### config.mk
export PLATFORM = sky130hd
export DESIGN_NAME = mem_arbiter_flat
export DESIGN_NICKNAME = d
export VERILOG_FILES = /design/src/rtl/mem_arbiter_if.sv /design/src/rtl/mem_arbiter.sv /design/src/flat_wrapper.sv
export SDC_FILE = /design/constraint.sdc
export NUM_CORES = 1
export LEC_CHECK = 0
export ABC_AREA = 1
export CAP_MARGIN = 0
export CORE_MARGIN = 5
export CORE_UTILIZATION = 41
export CTS_BUF_LIST = sky130_fd_sc_hd__clkbuf_4
export DETAILED_ROUTE_END_ITERATION = 12
export PLACE_DENSITY_LB_ADDON = 0.12
export SLEW_MARGIN = 20
export SYNTH_ARGS = -nofsm -noshare
export SYNTH_HDL_FRONTEND = slang
export SYNTH_SLANG_ARGS = --single-unit
### constraint.sdc
create_clock -name clk -period 1.9 [get_ports clk]
set_input_delay 0.38 -clock clk [delete_from_list [all_inputs] [get_ports clk]]
set_output_delay 0.38 -clock clk [all_outputs]
set_load 0.02 [all_outputs]
### src/rtl/mem_arbiter_if.sv
// mem_arbiter_if: instruction port, data port and shared memory bus of the arbiter.
interface mem_arbiter_if;
  logic        i_read;
  logic [31:0] i_addr;
  logic        i_resp;
  logic [31:0] i_rdata;
  logic        d_read;
  logic        d_write;
  logic [3:0]  d_mbe;
  logic [31:0] d_addr;
  logic [31:0] d_wdata;
  logic        d_resp;
  logic [31:0] d_rdata;
  logic        mem_read;
  logic        mem_write;
  logic [3:0]  mem_byte_enable;
  logic [31:0] mem_address;
  logic [31:0] mem_wdata;
  logic        mem_resp;
  logic [31:0] mem_rdata;
  modport slave (
    input  i_read, i_addr, d_read, d_write, d_mbe, d_addr, d_wdata, mem_resp, mem_rdata,
    output i_resp, i_rdata, d_resp, d_rdata, mem_read, mem_write, mem_byte_enable, mem_address, mem_wdata
  );
  modport master (
    output i_read, i_addr, d_read, d_write, d_mbe, d_addr, d_wdata, mem_resp, mem_rdata,
    input  i_resp, i_rdata, d_resp, d_rdata, mem_read, mem_write, mem_byte_enable, mem_address, mem_wdata
  );
endinterface

### src/rtl/mem_arbiter.sv
// mem_arbiter: shares one memory port between an instruction and a data requester.
module mem_arbiter #(
  parameter int FAIR = 1
) (
  input logic           clk,
  input logic           rst,
  mem_arbiter_if.slave  bus
);
  typedef enum logic [1:0] {IDLE, I_BUSY, D_BUSY, DONE} state_e;
  state_e      state_q, state_d;
  logic        last_d_q, last_d_d;
  logic        mem_read_q, mem_read_d, mem_write_q, mem_write_d;
  logic        i_resp_q, i_resp_d, d_resp_q, d_resp_d;
  logic [3:0]  mbe_q, mbe_d;
  logic [31:0] addr_q, addr_d, wdata_q, wdata_d, i_rdata_q, i_rdata_d, d_rdata_q, d_rdata_d;
  logic        d_req, pick_d, grant, busy_resp;
  assign d_req     = bus.d_read | bus.d_write;
  // last_d_q=0 means instruction was granted last, so data wins a tie
  assign pick_d    = d_req & (~bus.i_read | (FAIR == 0) | ~last_d_q);
  assign grant     = (state_q == IDLE) & (bus.i_read | d_req);
  assign busy_resp = ((state_q == I_BUSY) | (state_q == D_BUSY)) & bus.mem_resp;
  always_ff @(posedge clk) begin
    if (!rst) begin
      state_q     <= IDLE;
      last_d_q    <= 1'b0;
      mem_read_q  <= 1'b0;
      mem_write_q <= 1'b0;
      mbe_q       <= '0;
      addr_q      <= '0;
      wdata_q     <= '0;
      i_resp_q    <= 1'b0;
      d_resp_q    <= 1'b0;
      i_rdata_q   <= '0;
      d_rdata_q   <= '0;
    end else begin
      state_q     <= state_d;
      last_d_q    <= last_d_d;
      mem_read_q  <= mem_read_d;
      mem_write_q <= mem_write_d;
      mbe_q       <= mbe_d;
      addr_q      <= addr_d;
      wdata_q     <= wdata_d;
      i_resp_q    <= i_resp_d;
      d_resp_q    <= d_resp_d;
      i_rdata_q   <= i_rdata_d;
      d_rdata_q   <= d_rdata_d;
    end
  end
  always_comb begin
    state_d  = state_q;
    last_d_d = last_d_q;
    if (grant) begin
      state_d  = pick_d ? D_BUSY : I_BUSY;
      last_d_d = pick_d;
    end else if (busy_resp) begin
      state_d = DONE;
    end else if (state_q == DONE) begin
      state_d = IDLE;
    end
  end
  // a simultaneous data read+write is issued as a write
  always_comb begin
    mem_read_d  = grant ? (~pick_d | (bus.d_read & ~bus.d_write)) : busy_resp ? 1'b0 : mem_read_q;
    mem_write_d = grant ? (pick_d & bus.d_write) : busy_resp ? 1'b0 : mem_write_q;
    mbe_d       = grant ? (pick_d ? bus.d_mbe : 4'hF) : mbe_q;
    addr_d      = grant ? (pick_d ? bus.d_addr : bus.i_addr) : addr_q;
    wdata_d     = grant ? (pick_d ? bus.d_wdata : 32'h0) : wdata_q;
    i_resp_d    = busy_resp & (state_q == I_BUSY);
    d_resp_d    = busy_resp & (state_q == D_BUSY);
    i_rdata_d   = i_resp_d ? bus.mem_rdata : i_rdata_q;
    d_rdata_d   = (d_resp_d & mem_read_q) ? bus.mem_rdata : d_rdata_q;
  end
  assign bus.mem_read        = mem_read_q;
  assign bus.mem_write       = mem_write_q;
  assign bus.mem_byte_enable = mbe_q;
  assign bus.mem_address     = addr_q;
  assign bus.mem_wdata       = wdata_q;
  assign bus.i_resp          = i_resp_q;
  assign bus.i_rdata         = i_rdata_q;
  assign bus.d_resp          = d_resp_q;
  assign bus.d_rdata         = d_rdata_q;
endmodule

### src/flat_wrapper.sv
// flat-port wrapper written by rule: the top's interface ports become plain ports
module mem_arbiter_flat 
#(
  parameter int FAIR = 1
)
  (clk, rst, bus_i_read, bus_i_addr, bus_d_read, bus_d_write, bus_d_mbe, bus_d_addr, bus_d_wdata, bus_mem_resp, bus_mem_rdata, bus_i_resp, bus_i_rdata, bus_d_resp, bus_d_rdata, bus_mem_read, bus_mem_write, bus_mem_byte_enable, bus_mem_address, bus_mem_wdata);
  mem_arbiter_if bus_i ();
  input logic clk;
  input logic rst;
  input wire logic [$bits(bus_i.i_read)-1:0] bus_i_read;
  input wire logic [$bits(bus_i.i_addr)-1:0] bus_i_addr;
  input wire logic [$bits(bus_i.d_read)-1:0] bus_d_read;
  input wire logic [$bits(bus_i.d_write)-1:0] bus_d_write;
  input wire logic [$bits(bus_i.d_mbe)-1:0] bus_d_mbe;
  input wire logic [$bits(bus_i.d_addr)-1:0] bus_d_addr;
  input wire logic [$bits(bus_i.d_wdata)-1:0] bus_d_wdata;
  input wire logic [$bits(bus_i.mem_resp)-1:0] bus_mem_resp;
  input wire logic [$bits(bus_i.mem_rdata)-1:0] bus_mem_rdata;
  output wire logic [$bits(bus_i.i_resp)-1:0] bus_i_resp;
  output wire logic [$bits(bus_i.i_rdata)-1:0] bus_i_rdata;
  output wire logic [$bits(bus_i.d_resp)-1:0] bus_d_resp;
  output wire logic [$bits(bus_i.d_rdata)-1:0] bus_d_rdata;
  output wire logic [$bits(bus_i.mem_read)-1:0] bus_mem_read;
  output wire logic [$bits(bus_i.mem_write)-1:0] bus_mem_write;
  output wire logic [$bits(bus_i.mem_byte_enable)-1:0] bus_mem_byte_enable;
  output wire logic [$bits(bus_i.mem_address)-1:0] bus_mem_address;
  output wire logic [$bits(bus_i.mem_wdata)-1:0] bus_mem_wdata;
  assign bus_i.i_read = bus_i_read;
  assign bus_i.i_addr = bus_i_addr;
  assign bus_i.d_read = bus_d_read;
  assign bus_i.d_write = bus_d_write;
  assign bus_i.d_mbe = bus_d_mbe;
  assign bus_i.d_addr = bus_d_addr;
  assign bus_i.d_wdata = bus_d_wdata;
  assign bus_i.mem_resp = bus_mem_resp;
  assign bus_i.mem_rdata = bus_mem_rdata;
  assign bus_i_resp = bus_i.i_resp;
  assign bus_i_rdata = bus_i.i_rdata;
  assign bus_d_resp = bus_i.d_resp;
  assign bus_d_rdata = bus_i.d_rdata;
  assign bus_mem_read = bus_i.mem_read;
  assign bus_mem_write = bus_i.mem_write;
  assign bus_mem_byte_enable = bus_i.mem_byte_enable;
  assign bus_mem_address = bus_i.mem_address;
  assign bus_mem_wdata = bus_i.mem_wdata;
  mem_arbiter #(.FAIR(FAIR)) u_core (.clk(clk), .rst(rst), .bus(bus_i));
endmodule
## Yosys cells after proc, flatten, opt, wreduce, memory -nomap -nowiden

Cells that the tools add are included.

| operators by class | value |
|---|---|
| reductions and logical operators | 3 |
| bitwise operators | 17 |
| multiplexer cells | 10 |
| equality and inequality tests | 3 |

Operator list:

| operator | number |
|---|---|
| $mux W32 | 2 |
| $and A1 B1 Y1 | 8 |
| $mux W2 | 4 |
| $or A1 B1 Y1 | 5 |
| $eq A2 B2 Y1 const B | 2 |
| $mux W4 | 1 |
| $not A1 Y1 | 4 |
| $mux W1 | 3 |
| $reduce_bool A3 Y1 | 1 |
| $eq A2 B1 Y1 const B | 1 |
| $logic_not A2 Y1 | 1 |
| $reduce_bool A2 Y1 | 1 |

| storage, ports and cells | value |
|---|---|
| logic and storage cells | 44 |
| output and inout bits | 136 |
| flip-flop bits (word level) | 139 |
| input port bits | 138 |

## Logic depth before layout (Yosys ltp)

| logic depth | value |
|---|---|
| depth after elaboration | 6 |
| gate-level depth with buffers | 7 |
| depth with buffers taken out | 6 |

## Worst setup path after synthesis

OpenSTA, ideal clock, no wires.

| timing path | value |
|---|---|
| path kind | reg-to-reg |
| start point | register u_core.state_q[0] |
| end point | register u_core.d_rdata_q[10], in the netlist u_core.bus.d_rdata[10] |
| setup time | 0.064 ns |
| cell stages (with the launch flop) | 8 |
| slack | 0.490 ns |
| buffers on the path | 1 |
| arrival time | 1.345 ns |
| period minus slack after synthesis | 1.410 ns |
| data required time | 1.836 ns |
| cells stage by stage | dfxtp_1 -> inv_1 -> ha_1 -> nand4_1 -> inv_1 -> buf_2 -> nor2_1 -> nor2_1 |

| between the ends | value |
|---|---|
| longest elaborated chain between the ends | 5 |
| elaborated cells between the ends (all ways) | 6 |
| classes of those cells | eq/ne: 2; bitwise: 4 |

RTL lines:

| item | RTL line | source |
|---|---|---|
| start: declaration | mem_arbiter.sv:10 | `state_e state_q, state_d;` |
| start signal: assignment | mem_arbiter.sv:36 | `state_q <= state_d;` |
| $eq A2 B1 Y1 or $eq A2 B2 Y1 (tied branches) | mem_arbiter.sv:21, mem_arbiter.sv:69 |  |
| $or A1 B1 Y1 | mem_arbiter.sv:21 | `assign busy_resp = ((state_q == I_BUSY) \| (state_q == D_BUSY)) & bus.mem_resp;` |
| $and A1 B1 Y1 | mem_arbiter.sv:21 |  |
| $and A1 B1 Y1 (*) | mem_arbiter.sv:69 | `d_resp_d = busy_resp & (state_q == D_BUSY);` |
| $and A1 B1 Y1 (*) | mem_arbiter.sv:71 | `d_rdata_d = (d_resp_d & mem_read_q) ? bus.mem_rdata : d_rdata_q;` |
| end signal: assignment | mem_arbiter.sv:46 | `d_rdata_q <= d_rdata_d;` |
| end: declaration | mem_arbiter.sv:15 | `logic [31:0] addr_q, addr_d, wdata_q, wdata_d, i_rdata_q, i_rdata_d, d_rdata_q, d_rdata_d;` |

Every way passes the cells marked *; elsewhere a longest branch is shown, timed or not.
A chain may end at the register's enable or synchronous reset.

## Worst setup path after layout

| timing path | value |
|---|---|
| start point | register u_core.mem_read_q, in the netlist u_core.bus.mem_read |
| end point | output port bus_mem_read |

RTL lines:

| item | RTL line | source |
|---|---|---|
| start: declaration | mem_arbiter.sv:12 | `logic mem_read_q, mem_read_d, mem_write_q, mem_write_d;` |
| start signal: assignment | mem_arbiter.sv:38 | `mem_read_q <= mem_read_d;` |
| end: declaration | flat_wrapper.sv:23 | `output wire logic [$bits(bus_i.mem_read)-1:0] bus_mem_read;` |

No word-level cell between the ends.

==> flow_metrics.py <==
metrics = {
    "power_and_ir_drop": {
        "internal_power_w": 0.00591,
        "vdd_ir_drop_max_mv": 0.595,
        "p_comb_frac": 0.412,
        "p_leak_nw": 3.94,
        "p_clk_frac": 0.188,
        "seqPwrFrac": 0.400,
        "switching_share": 0.384,
        "totalPowerFinal_w": 0.00959,
        "switchingPower_w": 0.00369,
        "p_per_area_nw_per_um2": 1140,
    },
    "synthesis": {
        "synth-seq-area-share": 0.523,
        "ys_ff_latch": 139,
        "syn_nets": 865,
        "synth_top_area_share": 0.523,
        "netlist_instances": 723,
        "synthTopCellsByArea": "dfxtp_1 (52%), nand2_1 (14%), nor2_1 (9.7%)",
        "avgSynthCellArea_um2": 7.36,
        "synth_top_area_cell": "dfxtp_1",
        "yosysWarnings": 0,
        "synthDistinctLibCells": 21,
        "netlist_area_um2": 5320,
    },
    "layout": {
        "utilization": 0.661,
        "area_growth_syn_to_layout_pct": 57.5,
        "multi_input_area_um2": 2260,
        "antenna_cells": 0,
        "seqCellArea_um2": 2780,
        "drive_gt1_frac": 0.0571,
        "fin_area_um2": 8380,
        "num-nets-final": 1128,
        "n_fill_cell": 1232,
    },
    "timing": {
        "fin_crit_sh": 0.864,
        "maxSlewHeadroom": 0.787,
        "max_slew.worst_pin.slew_ns": 0.320,
        "fmax_mhz": 609,
        "slew_violations": 0,
        "fin_worst_skew_ns": 0.0135,
        "whs_ns": 0.342,
        "rsz0062_at_grt": "no",
        "min_period_ns": 1.64,
        "setup_viol": 0,
        "setup_tns_ns": 0,
        "hold_viol_final": 0,
    },
    "setup_path": {
        "critical_path_buf_inv_count": 1,
        "critical_path_required_ns": 1.52,
        "path_class": "reg -> out",
        "cp_slowest_cell": "dlygate4sd2_1",
        "crit_chain": "dlygate4sd2_1",
        "r2r_cells": 6,
        "slowest_delay_ns": 0.38,
        "cp_top_family": "buffers and inverters",
        "critPathMaxFanout": 3,
        "r2r_end": "u_core.bus.mem_address[7]$_SDFFE_PN0P_",
        "ff2ff_setup_slack_ns": 0.33,
        "end_kind": "output pin",
        "r2r-start": "u_core.state_q[0]$_SDFFE_PN0P_",
        "start_kind": "flop",
        "crit_arrival_ns": 1.26,
    },
    "floorplanning": {
        "fp.dieH_um": 124,
        "fp.dieArea_um2": 15400,
        "coreArea_um2": 12700,
        "start_util": 0.420,
        "num_rows": 41,
        "dieWidth_um": 124,
        "io_pins": 274,
    },
    "global_routing": {
        "grt_usage": 0.212,
        "grt_overflow": 0,
        "grt_pass1_wl_um": 25400,
        "grt_pass1_vias": 5191,
        "grt_max_degree": 72,
        "antenna_found_initial": 0,
    },
    "placed_design": {
        "io_buffers": 273,
        "gp_congestion": 0.782,
        "placed_cell_area_um2": 8280,
        "hpwl_um": 12100,
    },
    "route": {
        "drt_iter0_markers": 366,
        "drtPass1Iterations": 4,
        "drtAntennaViolNets": 0,
        "via_count": 5477,
        "routed_wl_um": 16500,
        "drcViolationCount": 0,
        "route.detailed.vias_per_inst": 4.68,
        "wl_per_cell_um": 14.1,
    },
    "clock_network": {
        "cts_tree": "yes",
        "cts_setup_buffers": 0,
        "clk_latency_ns": 0.53,
        "root_buffer": "clkbuf_4",
        "clockBufferDepth": 2,
        "clkSinkCount": 139,
        "clk_pin_slew_ns": 0.10,
        "cts_buffers": 17,
        "h-tree-depth": 4,
    },
    "worst_hold_path": {
        "hold_end": "u_core.bus.d_rdata[15]$_SDFFE_PN0P_",
        "hold_path_depth": 4,
        "hold_start": "rst",
        "hold_path_class": "in -> reg",
    },
    "run": {
        "maxCapViolCount": 0,
    },
    "status": {
        "status": "complete, no violations",
    },
}
## sequential cells by signal, indices dropped and copies added (netlist names)
register                    flops
u_core.last_d_q                 1
u_core.bus.d_resp               1
u_core.bus.i_rdata             32
u_core.bus.mem_address         32
u_core.bus.i_resp               1
u_core.bus.mem_write            1
u_core.bus.mem_byte_enable      4
u_core.bus.mem_wdata           32
u_core.bus.mem_read             1
u_core.state_q                  2
u_core.bus.d_rdata             32
## cells in the mapped netlist
library cell	n
dfxtp_1	139
nand4_1	1
nor3b_1	1
ha_1	4
nand3_4	1
inv_1	6
nor2_1	138
inv_2	3
clkinv_2	1
o21ai_1	3
a21oi_1	70
nand2_1	201
o21ai_0	65
nand3_1	38
buf_4	3
clkbuf_1	24
buf_2	17
buf_6	3
nand2_2	3
o21ai_2	1
clkbuf_2	1
## power by group through the flow
stage / Clock (W) / Combinational [W] / Sequential (W)
final: 0.00181 / 0.00395 / 0.00384
after global routing: 0.00201 / 0.00435 / 0.00393
after CTS: 0.00186 / 0.00399 / 0.00385
after detailed placement: 0 / 0.00440 / 0.00393
after global placement: 0 / 0.00438 / 0.00392
after floorplan: 0 / 0.00163 / 0.00467
## routing by layer
layer  GRT usage  up-vias  wire [um]
met5           0        -          0
met4      0.0726        0        299
met3      0.0831       25       1570
met2       0.364      186       8070
met1       0.241     2426       6580
li1            -     2840          -
## how the worst max path moves through the flow
stage               slack [ns]                              from  depth (start not counted)                                     to
floorplan                 0.49    u_core.state_q[0]$_SDFFE_PN0P_                          7    u_core.bus.d_rdata[10]$_SDFFE_PN0P_
global placement          0.04                       bus_d_write                          9   u_core.bus.mem_wdata[5]$_SDFFE_PN0P_
detailed placement        0.02                       bus_d_write                          9  u_core.bus.mem_wdata[27]$_SDFFE_PN0P_
CTS                     0.0006      u_core.bus.d_resp$_SDFF_PN0_                          1                             bus_d_resp
global route              0.13  u_core.bus.mem_read$_SDFFE_PN0P_                          1                           bus_mem_read
finish                    0.26  u_core.bus.mem_read$_SDFFE_PN0P_                          1                           bus_mem_read
## per-stage QoR
| step | setup slack, ns | cells |
|---|---|---|
| after floorplan | 0.490 | 723 |
| after global placement | 0.0447 | 1139 |
| after detailed placement | 0.0171 | 1139 |
| after CTS | 0.000588 | 1170 |
| after global routing | 0.129 | 1170 |
| final | 0.259 | 1170 |
## timing repair
action	CTS	global route
setup endpoints to repair	134	2
hold endpoints to repair	0	0
hold buffers	0	0
resized for setup	134	2
## placed cells by master (no fill, tap or decap), drive strengths merged, types with 4 or more instances in the layout
cell type and count:
ha 4, a21oi 70, o21ai 69, clkinv 7, clkbuf 21, clkdlybuf4s50 136
buf 20, nand2 204, nor2 138, inv 9, dlygate4sd2 134, dfxtp 139
nand3 39
## worst reg2reg max path: cells and delay by family, from the launching register on
family	cells	cell delay [ns]
AO/OA/AOI/OAI	1	0.15
adder cells (fa/ha/maj)	1	0.29
buffers and inverters	2	0.39
flip-flops	1	0.40
AND/OR/NAND/NOR	2	0.27
## cell type report
cell class              count  share of cell area
inverters                  10             0.00463
clock inverters            10              0.0121
flip-flops and latches    139               0.332
multi-input cells         526               0.270
clock buffers              21              0.0188
repair buffers            292               0.337
well taps                 172              0.0257
## kinds of logic (layout without fill, tap and decap cells)
| kind of cell | count (synthesis) | in the layout | synth area share |
|---|---|---|---|
| buf+inv | 58 | 333 | 0.0517 |
| flops | 139 | 139 | 0.523 |
| fa+ha+maj | 4 | 4 | 0.00941 |
| simple gates | 383 | 383 | 0.284 |
| compound gates | 139 | 139 | 0.131 |
(Power assumes the default switching activity.)
